[src/rtl/count_seq_pkg.sv]
// count_seq_pkg
// Shared definitions for the count sequencer: FSM state encodings exposed on
// the state output, and default widths for the prescaler compare value and the
// shadow count / limit.
package count_seq_pkg;

    // Encodings are visible on the state port, so the values are fixed.
    typedef enum logic [2:0] {
        ST_IDLE  = 3'd0,
        ST_RUN   = 3'd1,
        ST_PAUSE = 3'd2,
        ST_STEP  = 3'd3,
        ST_DONE  = 3'd4
    } state_t;

    localparam int DIV_W_DEF = 25;
    localparam int CNT_W_DEF = 4;

endpackage

[src/rtl/tick_gen.sv]
// tick_gen
// Prescaler for the count sequencer. While en is high the internal pre_cnt
// advances once per cycle; when it reaches (or already exceeds) div_val it
// wraps to 0 and tick is raised for that cycle. Dropping en freezes pre_cnt.
//
// Ports:
//   clk      in   clock, rising edge
//   rst      in   asynchronous active-high reset (pre_cnt -> 0)
//   en       in   count enable (high while the controller is running)
//   clr      in   synchronous clear of pre_cnt; also suppresses tick
//   div_val  in   terminal value, one tick per div_val+1 enabled cycles
//   tick     out  combinational terminal-count indication
module tick_gen
    import count_seq_pkg::*;
#(
    parameter int DIV_W = DIV_W_DEF
) (
    input  logic             clk,
    input  logic             rst,
    input  logic             en,
    input  logic             clr,
    input  logic [DIV_W-1:0] div_val,
    output logic             tick
);

    logic [DIV_W-1:0] pre_cnt;
    logic             at_term;

    // Greater-or-equal rather than equality: if div_val is lowered below the
    // current count, the next compare still terminates instead of running on
    // through the whole counter range.
    assign at_term = (pre_cnt >= div_val);
    assign tick    = en && at_term && !clr;

    always_ff @(posedge clk or posedge rst) begin
        if (rst) begin
            pre_cnt <= '0;
        end else if (clr) begin
            pre_cnt <= '0;
        end else if (en) begin
            pre_cnt <= at_term ? '0 : pre_cnt + 1'b1;
        end
    end

endmodule

[src/rtl/count_seq_ctrl.sv]
// count_seq_ctrl
// Run/pause/step/clear sequencer for an external counter datapath. A prescaler
// (tick_gen) paces advances in RUN; a shadow count tracks how many advances
// have been issued so the terminal one can be flagged with done.
//
// Ports:
//   clk      in   clock, rising edge
//   rst      in   asynchronous active-high reset
//   start    in   run request
//   pause    in   hold request
//   step     in   single-advance request
//   clr      in   synchronous clear request (highest priority)
//   div_val  in   prescaler terminal, one tick per div_val+1 RUN cycles
//   limit    in   terminal shadow count
//   cnt_en   out  registered one-cycle advance enable
//   cnt_clr  out  registered one-cycle clear
//   done     out  registered one-cycle terminal-count pulse (with cnt_en)
//   busy     out  high in RUN or STEP
//   state    out  FSM state (IDLE=0 RUN=1 PAUSE=2 STEP=3 DONE=4)
//
// Build option: define AUTO_RELOAD_EN to make a terminal advance in RUN pulse
// done, wrap the shadow count and keep running instead of entering DONE.
module count_seq_ctrl
    import count_seq_pkg::*;
#(
    parameter int DIV_W = DIV_W_DEF,
    parameter int CNT_W = CNT_W_DEF
) (
    input  logic             clk,
    input  logic             rst,
    input  logic             start,
    input  logic             pause,
    input  logic             step,
    input  logic             clr,
    input  logic [DIV_W-1:0] div_val,
    input  logic [CNT_W-1:0] limit,
    output logic             cnt_en,
    output logic             cnt_clr,
    output logic             done,
    output logic             busy,
    output logic [2:0]       state
);

    state_t           state_q;
    state_t           state_d;
    logic [CNT_W-1:0] sh_cnt;
    logic             tick;
    logic             adv;
    logic             term;
    logic             restart;
    logic             pre_en;
    logic             pre_clr;

    assign pre_en  = (state_q == ST_RUN);
    assign pre_clr = clr || restart;
    assign term    = (sh_cnt == limit);

    tick_gen #(
        .DIV_W(DIV_W)
    ) u_tick_gen (
        .clk    (clk),
        .rst    (rst),
        .en     (pre_en),
        .clr    (pre_clr),
        .div_val(div_val),
        .tick   (tick)
    );

    // Next state. adv marks a cycle whose edge issues an advance (a RUN tick
    // or entry into STEP); done for that advance is judged against the shadow
    // count before it is bumped.
    always_comb begin
        state_d = state_q;
        adv     = 1'b0;
        restart = 1'b0;
        if (clr) begin
            state_d = ST_IDLE;
        end else begin
            case (state_q)
                ST_IDLE, ST_PAUSE: begin
                    if (pause) begin
                        state_d = state_q;
                    end else if (start) begin
                        state_d = ST_RUN;
                    end else if (step) begin
                        state_d = ST_STEP;
                        adv     = 1'b1;
                    end
                end
                ST_RUN: begin
                    adv = tick;
`ifdef AUTO_RELOAD_EN
                    if (pause) begin
                        state_d = ST_PAUSE;
                    end
`else
                    // A terminal tick wins over a simultaneous pause.
                    if (tick && term) begin
                        state_d = ST_DONE;
                    end else if (pause) begin
                        state_d = ST_PAUSE;
                    end
`endif
                end
                ST_STEP: begin
                    // done is the registered terminal flag of this step's advance.
                    state_d = done ? ST_DONE : ST_PAUSE;
                end
                ST_DONE: begin
                    if (!pause && start) begin
                        state_d = ST_RUN;
                        restart = 1'b1;
                    end
                end
                default: begin
                    state_d = ST_IDLE;
                end
            endcase
        end
    end

    always_ff @(posedge clk or posedge rst) begin
        if (rst) begin
            state_q <= ST_IDLE;
            sh_cnt  <= '0;
            cnt_en  <= 1'b0;
            cnt_clr <= 1'b0;
            done    <= 1'b0;
        end else begin
            state_q <= state_d;
            cnt_en  <= adv;
            cnt_clr <= clr;
            done    <= adv && term;
            if (clr || restart) begin
                sh_cnt <= '0;
            end else if (adv) begin
                sh_cnt <= term ? '0 : sh_cnt + 1'b1;
            end
        end
    end

    assign busy  = (state_q == ST_RUN) || (state_q == ST_STEP);
    assign state = state_q;

endmodule
[config.mk]
export PLATFORM = sky130hd
export DESIGN_NAME = count_seq_ctrl
export DESIGN_NICKNAME = d
export VERILOG_FILES = /design/src/rtl/count_seq_pkg.sv /design/src/rtl/tick_gen.sv /design/src/rtl/count_seq_ctrl.sv
export SDC_FILE = /design/constraint.sdc
export NUM_CORES = 1
export LEC_CHECK = 0
export ABC_AREA = 1
export BUFFER_PORTS_ARGS = -buffer_cell sky130_fd_sc_hd__buf_2
export CELL_PAD_IN_SITES_DETAIL_PLACEMENT = 0
export CELL_PAD_IN_SITES_GLOBAL_PLACEMENT = 2
export CORE_MARGIN = 1.5
export CORE_UTILIZATION = 35
export CTS_CLUSTER_DIAMETER = 80
export DETAILED_ROUTE_END_ITERATION = 12
export PLACE_DENSITY_LB_ADDON = 0.08
export SKIP_CTS_REPAIR_TIMING = 1
export SYNTH_ARGS = -nofsm -noshare
export SYNTH_HDL_FRONTEND = slang
export SYNTH_HIERARCHICAL = 1
export SYNTH_SLANG_ARGS = --single-unit
[constraint.sdc]
create_clock -name clk -period 3.3 [get_ports clk]
set_clock_uncertainty 0.05 [all_clocks]
set_input_delay 0.66 -clock clk [delete_from_list [all_inputs] [get_ports clk]]
set_output_delay 0.66 -clock clk [all_outputs]
set_load 0.05 [all_outputs]
==> metrics.md <==
| Metric | Value |
|---|---|
| Status | `finished clean` |
| Slew Limit Headroom | `31.4%` |
| Drc violations | `0` |
| Mapped Avg Cell Area | `7.16 um^2` |
| Synth Flop Type | `dfrtp_1` |
| Clk sink count | `35` |
| Share of post-route cells with drive strength above 1 | `17.0%` |
| Initial drt markers | `113` |
| Min Tclk post-route | `2380 ps` |
| Commonest non-fill, non-tap cells in the layout | `112 x nand2_1, 70 x inv_1, 41 x buf_2` |
| Post-route cell area | `3320 um^2` |
| Port bufs | `41` |
| Worst-Margin Slew | `1030 ps` |
| Max FO, Critical Path | `6` |
| Clock root buffer | `clkbuf_8` |
| Sequential area share after synthesis | `30.0%` |
| Io pins | `42` |
| CP max stage cell | `dfrtp_1` |
| Initial core utilization | `35.9%` |
| Max Root-Sink Buffers | `2` |
| Setup violations, final | `0` |
| Crit path buf inv count | `1` |
| Hold Vio Cnt, Final | `0` |
| Commonest non-fill, non-tap cell in the layout | `nand2_1` |
| Post-synth cell types | `31` |
| Worst-Skew Late Latency | `290 ps` |
| Worst path arrival time | `2510 ps` |
| Number of synthesized register bits | `35` |
| Nets | `515` |
| Detail-routed via count per cell | `4.59` |
| Top delay family on crit path | `simple AND/OR/NAND/NOR gates` |
| Syn Nets | `470` |
| Area Growth Syn to Fin | `13.6%` |
| Required time of the critical path | `3430 ps` |
| Clk slew on worst S/H paths | `70 ps` |
| PwrDens | `287 nW/um^2` |
| Total GRT Usage | `16.6%` |
| Synthesized instance count | `408` |
| Largest net degree at the start of global routing | `26` |
| Htree depth | `2` |
| Post-Synthesis Cell Area | `2920 um^2` |
| Inserted Clock Buffers | `5` |
| Tcrit/Tclk final | `72.1%` |
| Core box area | `8130 um^2` |
| Pre-antenna DRT Iters | `4` |
| CP startpoint | `u_tick_gen/pre_cnt[16]` |
| N_diodes | `0` |
| Post-layout util | `40.8%` |
| Post-DR wirelength/cell | `12.1 um` |
| F_max | `421 MHz` |
| Final WL | `6780 um` |
| CP Cell Sequence | `ha_1 > nand2_1 > nor2_1 > nand4_1 > nor2_1 > nand2_1 > a31oi_1 > nand2_2 > a21oi_4 > inv_2 > nand2_2 > o21ai_1` |
| Die ar. | `8900 um^2` |
| Post-DP HPWL | `5370 um` |
| Worst Hold Class | `in2async` |
| Max stage delay on crit path | `460 ps` |
| EDFF count, synth | `0` |
| Max VDD drop | `133 uV` |
| YS warnings | `6` |
| Setup CP Type | `reg2reg` |
| Total gr overflow | `0` |
| Leak | `1.75 nW` |
| RSZ-0062 raised after global routing | `false` |
| CTS tree | `yes` |
| RR Startpoint | `u_tick_gen/pre_cnt[16]` |
| Placed Area | `3240 um^2` |
| Pwr Total | `0.953 mW` |
| Routability cong. | `0.767` |
| Die Y | `94.3 um` |
| Rows | `33` |
| Final Slew Violations | `0` |
| Async SR Flop Fraction | `100%` |
| Max cap viols | `0` |
| Final ANT Viol Nets | `0` |
| Die X | `94.3 um` |
| Startpoint Class | `register` |
| Via count | `2568` |
| Setup TNS Final | `0 ps` |
| Vias in the first global route | `2292` |
| Worst setup EP type | `register` |
| First-pass GRT wire length | `11400 um` |
| Hold Worst Slack | `305 ps` |
| Initial antenna violation count | `0` |
[report_power, final]
| group | internal [mW] | total (mW) | switching (mW) |
|---|---|---|---|
| Combinational | 0.0617 | 0.189 | 0.127 |
| Clock | 0.148 | 0.310 | 0.162 |
| Sequential | 0.441 | 0.453 | 0.0126 |
| Total | 0.651 | 0.953 | 0.302 |
[layer usage]
layer  wire, um  GRT usage (%)  up-vias  share of wire, %
li1           -              -     1370                 -
met5          0              0        -                 0
met3        216           2.90        8               3.2
met2       2870           24.9       45                42
met4         94           4.35        0               1.4
met1       3600           24.5     1145                53
[cell type report]
class                      count  area [um^2]
fill                         874         4820
timing repair buffer          43          220
clock buffer                   7         76.3
tap                          105          131
multi-input combinational    295         1730
clock inverter                 1         5.00
sequential                    35          876
inverter                      73          275
[state kept, by name, summed over array words and instances, names as in the netlist]
register and flops:
u_tick_gen/pre_cnt 25, cnt_clr 1, done 1, sh_cnt 4, cnt_en 1, state 3
[worst paths after layout]
check	to	slack [ps]	cells past startpoint
setup reg to reg	sh_cnt[1]	920	12
min in group clk	cnt_clr	490	1
hold reg to reg	u_tick_gen/pre_cnt[24]	510	2
hold / removal	sh_cnt[0]	310	2
setup / recovery	sh_cnt[1]	920	12
max in group asynchronous	u_tick_gen/pre_cnt[5]	2010	2
[per-stage QoR]
step	setup slack [ps]	std cells
after CTS	896	559
after global placement	665	551
after global routing	629	559
final	922	559
after floorplan	936	408
after detailed placement	607	551
[Yosys cell counts (2+ instances only)]
| master | instances | share of area (%) |
|---|---|---|
| nand2_1 | 112 | 14 |
| nand3_1 | 19 | 3.3 |
| buf_6 | 2 | 0.77 |
| a31oi_1 | 2 | 0.43 |
| nor2_2 | 2 | 0.43 |
| a21oi_1 | 8 | 1.4 |
| nor3_2 | 3 | 1.0 |
| nor2_1 | 34 | 4.4 |
| dfrtp_1 | 35 | 30 |
| nand2_2 | 6 | 1.3 |
| nor3_1 | 2 | 0.34 |
| xor2_1 | 13 | 3.9 |
| a21o_1 | 2 | 0.51 |
| nand3_2 | 3 | 1.0 |
| o21ai_0 | 8 | 1.4 |
| o21ai_1 | 23 | 3.9 |
| clkbuf_1 | 2 | 0.26 |
| nand4_1 | 8 | 1.7 |
| nand3b_1 | 2 | 0.51 |
| inv_1 | 70 | 9.0 |
| inv_2 | 2 | 0.26 |
| xnor2_1 | 10 | 3.0 |
| nor2_4 | 6 | 2.3 |
| ha_1 | 27 | 12 |
[worst register-to-register path, stage by stage, from the launching register on]
cell,delay [ps]
dfrtp_1,460
ha_1,330
nand2_1,70
nor2_1,220
nand4_1,110
nor2_1,120
nand2_1,90
a31oi_1,260
nand2_2,110
a21oi_4,230
inv_2,60
nand2_2,100
o21ai_1,70
[cell families after synthesis]
| logic type | synth area share [%] |
|---|---|
| DFF | 30.0 |
| buffers and inverters | 10.6 |
| and+or+nand+nor | 32.7 |
| xor gates and xnor gates | 6.90 |
| AOI/OAI and AO/OA | 8.18 |
| adders and majority gates | 11.6 |
(Power assumes the default switching activity.)
